`config.mk`:
```
export PLATFORM = sky130hd
export DESIGN_NAME = iafu_snp_scheduler
export DESIGN_NICKNAME = d
export VERILOG_FILES = /design/src/rtl/iafu_snp_scheduler.sv
export SDC_FILE = /design/constraint.sdc
export NUM_CORES = 1
export LEC_CHECK = 0
export CORE_AREA = 2 2 220 200
export CTS_CLUSTER_DIAMETER = 60
export DETAILED_ROUTE_END_ITERATION = 7
export DIE_AREA = 0 0 222 202
export PLACE_DENSITY = 0.43
export SYNTH_ARGS = -nofsm -noshare
export SYNTH_HDL_FRONTEND = slang
export SYNTH_SLANG_ARGS = --single-unit
```
`constraint.sdc`:
```
create_clock -name afu_clk -period 7.81 [get_ports afu_clk]
set_clock_uncertainty 0.15 [all_clocks]
set_input_delay 0.781 -clock afu_clk [delete_from_list [all_inputs] [get_ports afu_clk]]
set_output_delay 0.781 -clock afu_clk [all_outputs]
set_load 0.02 [all_outputs]
```
`src/rtl/iafu_snp_scheduler.sv`:
```
// Snoop-invalidate scheduler: four per-channel dedup FIFOs drained round-robin
// into a single registered valid/ready output stage.
module iafu_snp_scheduler #(
  parameter int MIG_GRP_SIZE = 8,
  parameter int FIFO_DEPTH   = 4,
  localparam int IDX_W = (MIG_GRP_SIZE > 1) ? $clog2(MIG_GRP_SIZE) : 1
) (
  input  logic             afu_clk,
  input  logic             afu_rst,
  input  logic             snp_inv    [4],
  input  logic [5:0]       snp_pg_off [4],
  input  logic [IDX_W-1:0] snp_idx    [4],
  input  logic             sched_en,
  output logic             out_valid,
  input  logic             out_ready,
  output logic [5:0]       out_pg_off,
  output logic [IDX_W-1:0] out_idx,
  output logic [1:0]       out_src,
  output logic             out_is_wr,
  output logic [3:0]       ovf_flag,
  output logic [15:0]      drop_cnt   [4],
  output logic             q_empty
);

  localparam int PTR_W = $clog2(FIFO_DEPTH);
  localparam int CNT_W = PTR_W + 1;
  localparam int ENT_W = 6 + IDX_W;

  typedef logic [ENT_W-1:0] ent_t;

  ent_t             r_mem  [4][FIFO_DEPTH];
  logic [PTR_W-1:0] r_wptr [4];
  logic [PTR_W-1:0] r_rptr [4];
  logic [CNT_W-1:0] r_cnt  [4];
  logic [1:0]       r_last_grant;

  logic [3:0] w_nempty, w_pop_q, w_dup, w_full, w_push, w_drop;
  ent_t       w_ent  [4];
  ent_t       w_tail [4];
  ent_t       w_head;
  logic       w_pop, w_found;
  logic [1:0] w_sel, w_cand;

  // Round-robin search starting one past the last granted channel.
  always_comb begin
    w_sel   = r_last_grant + 2'd1;
    w_cand  = '0;
    w_found = 1'b0;
    for (int unsigned k = 1; k <= 4; k++) begin
      w_cand = r_last_grant + 2'(k);
      if (!w_found && w_nempty[w_cand]) begin
        w_sel   = w_cand;
        w_found = 1'b1;
      end
    end
  end

  assign w_pop  = sched_en & (|w_nempty) & (~out_valid | out_ready);
  assign w_head = r_mem[w_sel][r_rptr[w_sel]];

  // Dedup compares against the tail that remains after this cycle's pop, so a
  // repeat of the entry just leaving the queue is still delivered.
  always_comb begin
    for (int unsigned i = 0; i < 4; i++) begin
      w_nempty[i] = (r_cnt[i] != '0);
      w_ent[i]    = {snp_pg_off[i], snp_idx[i]};
      w_tail[i]   = r_mem[i][r_wptr[i] - 1'b1];
      w_pop_q[i]  = w_pop && (w_sel == 2'(i));
      w_dup[i]    = snp_inv[i] && w_nempty[i] && (w_tail[i] == w_ent[i]) &&
                    !(w_pop_q[i] && (r_cnt[i] == CNT_W'(1)));
      w_full[i]   = (r_cnt[i] == CNT_W'(FIFO_DEPTH)) && !w_pop_q[i];
      w_push[i]   = snp_inv[i] && !w_dup[i] && !w_full[i];
      w_drop[i]   = snp_inv[i] && !w_dup[i] && w_full[i];
    end
  end

  always_ff @(posedge afu_clk) begin
    for (int unsigned i = 0; i < 4; i++) begin
      if (w_push[i]) r_mem[i][r_wptr[i]] <= w_ent[i];
    end
  end

  always_ff @(posedge afu_clk or posedge afu_rst) begin
    if (afu_rst) begin
      for (int unsigned i = 0; i < 4; i++) begin
        r_wptr[i]   <= '0;
        r_rptr[i]   <= '0;
        r_cnt[i]    <= '0;
        drop_cnt[i] <= '0;
      end
      ovf_flag     <= '0;
      r_last_grant <= 2'd3;
      out_valid    <= 1'b0;
      out_pg_off   <= '0;
      out_idx      <= '0;
      out_src      <= '0;
      out_is_wr    <= 1'b0;
    end else begin
      for (int unsigned i = 0; i < 4; i++) begin
        if (w_push[i])  r_wptr[i] <= r_wptr[i] + 1'b1;
        if (w_pop_q[i]) r_rptr[i] <= r_rptr[i] + 1'b1;
        r_cnt[i] <= r_cnt[i] + CNT_W'(w_push[i]) - CNT_W'(w_pop_q[i]);
        if (w_drop[i]) begin
          ovf_flag[i] <= 1'b1;
          if (drop_cnt[i] != '1) drop_cnt[i] <= drop_cnt[i] + 16'd1;
        end
      end
      if (w_pop) begin
        out_valid    <= 1'b1;
        out_pg_off   <= w_head[ENT_W-1 -: 6];
        out_idx      <= w_head[IDX_W-1:0];
        out_src      <= w_sel;
        out_is_wr    <= w_sel[1];
        r_last_grant <= w_sel;
      end else if (out_ready) begin
        out_valid <= 1'b0;
      end
    end
  end

  assign q_empty = ~(|w_nempty) & ~out_valid;

endmodule

```
==> flow_summary_export.csv <==
group,metric,value,unit
outcome,outcome,"complete, no violations",
worst_hold_path,hold_depth,1,
logic_synthesis,synth_most_common_cell,"edfxtp_1",
timing,period_share,0.668,
placement,dp_cells,1640,
logic_synthesis,synth-main-ff-cell,"edfxtp_1",
drt,post_drt_via_cell_ratio,5.03,
floorplan,core,42600,um2
timing,fin_setup_tns,0,ns
timing,rsz0062_at_grt,"no",
timing,max_freq,192,MHz
cts,cts_setup_buffers,0,
setup_path,crit_path_end_kind,"flop",
logic_synthesis,yosysTopAreaCell,"edfxtp_1",
drt,dr.pass1.iters,5,
setup_path,cp_cell_sequence,"inv_1 > ha_1 > mux4_2 > xnor2_1 > nand4_1 > nor4_1 > a21boi_1 > and2b_2 > inv_1 > ha_1 > inv_1 > ha_1 > fa_1 > xor2_1 > xnor2_1",
cells_and_area,instances_no_fill,1702,
timing,max_slew_margin,0.236,
setup_path,max_stage_delay,0.98,ns
cts,cts-root-buf,"clkbuf_16",
logic_synthesis,synth.top_cell.area_share,0.343,
placement,port_buffers,125,
timing,finalCriticalPeriod,5.22,ns
floorplan,die-area,44800,um2
placement,gp_congestion,0.814,
cts,cts.path.max_buffers,3,
setup_path,rr_endpoint,"r_cnt[5]",
worst_hold_path,worstHoldStart,"ovf_flag[1]",
setup_path,r2r-start,"r_wptr[2]",
logic_synthesis,ys_warn_count,0,
floorplan,dieHeight,202,um
logic_synthesis,yosys-top-cells-area,"edfxtp_1, dfrtp_1, mux4_2",
cells_and_area,area_growth,23.3,%
logic_synthesis,avgSynthCellArea,12.6,um2
floorplan,rows,72,
pwr,vdd_drop_max,0.249,mV
timing,worstMarginPinSlew,1.14,ns
global_routing,overflow,0,
drt,drt_iter0_markers,704,
setup_path,cp_max_fo,12,
global_routing,track_usage,0.167,
timing,final_hold_viol_count,0,
drt,wl_per_cell,21.8,um
cells_and_area,area.sequential,7080,um2
logic_synthesis,yosys-top-cells-count,"edfxtp_1, nand2_1, dfrtp_1",
timing,setup-violations-final,0,
cts,cts_tree,"yes",
cts,clock_latency,0.54,ns
setup_path,required,8.08,ns
setup_path,crit_type,"flop to flop",
worst_hold_path,whs_endpoint,"ovf_flag[1]",
worst_hold_path,hold_class,"flop to flop",
placement,dp_hpwl,26900,um
logic_synthesis,synthArstFlopShare,0.433,
drt,num_vias,8553,
cells_and_area,fill_cells,4199,
logic_synthesis,syn_nets,1077,
cells_and_area,multiInputGateArea,5180,um2
logic_synthesis,yosysUniqueCellTypes,72,
cts,clock_sinks,254,
cts,clk_pin_slew,0.06,ns
pwr,p_per_area,446,nW/um2
placement,dpl-instance-area,14400,um2
floorplan,fp.dieW,222,um
floorplan,start_util,0.296,
cells_and_area,drive_above_1_share,0.122,
global_routing,antenna_found_initial,0,
setup_path,slowest_stage,"nor4_1",
setup_path,start_kind,"flop",
drt,ant_nets,0,
drt,drc,0,
logic_synthesis,synth_area,12600,um2
cts,cts_resized,0,
global_routing,grt_max_degree,66,
global_routing,grt_pass1_vias,8699,
logic_synthesis,ys_ff_latch,254,
setup_path,arrival,5.49,ns
logic_synthesis,synthCells,1001,
logic_synthesis,synth_seq_area_share,0.561,
pwr,power.leakage,5.79,nW
logic_synthesis,synth_edf_count,144,
cts,numCtsBuffers,36,
setup_path,rrSetupSlack,2.59,ns
cells_and_area,antennaDiodeCount,0,
cts,cts-htree-levels,2,
cts,postCtsHoldBufs,0,
floorplan,pin_count,126,
setup_path,rr_worst_depth,15,
run,max-cap-violations,0,
cells_and_area,fin_nets,1199,
global_routing,grt_pass1_wl,56100,um
timing,slew_viol_final,0,
drt,wl,37100,um
cells_and_area,final_cell_area,15600,um2
==> critical path, delay by kind of cell (launching register included) <==
| family | cells | cell delay [ns] |
|---|---|---|
| AO/OA/AOI/OAI | 1 | 0.26 |
| adder cells (fa/ha/maj) | 4 | 1.26 |
| multiplexers | 1 | 0.38 |
| XOR/XNOR | 3 | 0.48 |
| AND/OR/NAND/NOR | 3 | 1.50 |
| buffers and inverters | 3 | 0.31 |
| flip-flops | 1 | 0.76 |
==> state kept, by name, indices dropped and copies added (netlist names) <==
register and count:
r_wptr 8, r_last_grant 2, out_pg_off 6, drop_cnt 64, out_valid 1, out_idx 3
out_src 2, r_cnt 12, r_mem 144, r_rptr 8, ovf_flag 4
==> routing by layer <==
metal  share of wire  vias up  GRT usage
met4           0.025        0     0.0582
met5               0        -          0
met2            0.45      252      0.256
met1            0.47     4287      0.242
met3           0.052       51     0.0254
li1                -     3963          -
==> through the flow <==
stage	utilization	power, mW	worst slack, ns	hold slack [ns]
4_1_cts	0.365	6.99	2.58	0.315
3_5_place_dp	0.339	5.38	2.60	0.302
2_1_floorplan	-	4.38	3.52	0.294
5_1_grt	0.365	7.39	2.21	0.327
6_report	0.365	6.93	2.59	0.314
3_3_place_gp	0.339	5.38	2.71	0.301
==> layout by cell type, fill, tap and decap left out, types with 31 or more instances in the layout <==
cell type / n
edfxtp_1: 144
clkdlybuf4s50_1: 125
nand2_1: 118
dfrtp_1: 108
xnor2_1: 80
a21oi_1: 48
inv_1: 38
mux4_2: 36
clkbuf_16: 36
xor2_1: 35
nand4_1: 31
nor2_1: 31
==> how the worst max path moves through the flow <==
stage,startpoint,cells past startpoint,end
after floorplan,r_wptr[0],18,r_cnt[2]
after global placement,r_wptr[2],15,r_cnt[5]
after detailed placement,r_wptr[2],15,r_cnt[5]
after CTS,r_wptr[2],15,r_cnt[5]
after global routing,r_wptr[2],15,r_cnt[5]
final,r_wptr[2],15,r_cnt[5]
==> layout make-up <==
cell class | instances | share of cell area
clock buffers | 42 | 0.0607
clock inverters | 20 | 0.0119
inverters | 39 | 0.00957
multi-input cells | 658 | 0.333
flip-flops and latches | 254 | 0.455
well taps | 555 | 0.0446
repair buffers | 134 | 0.0848
==> power by group <==
| group | switching [mW] | internal [mW] | leakage, nW | total, mW |
|---|---|---|---|---|
| combinational | 1.91 | 1.31 | 2.54 | 3.22 |
| sequential | 0.370 | 1.77 | 2.70 | 2.14 |
| clock | 0.632 | 0.938 | 0.555 | 1.57 |
| total | 2.92 | 4.02 | 5.79 | 6.93 |
==> cells by family after synthesis <==
family	share of synthesized area
mux	0.0774
buf+inv	0.0285
compound gates	0.0955
fa+ha+maj	0.0341
flops	0.561
simple gates	0.124
xor+xnor	0.0798
(Power assumes the default switching activity.)
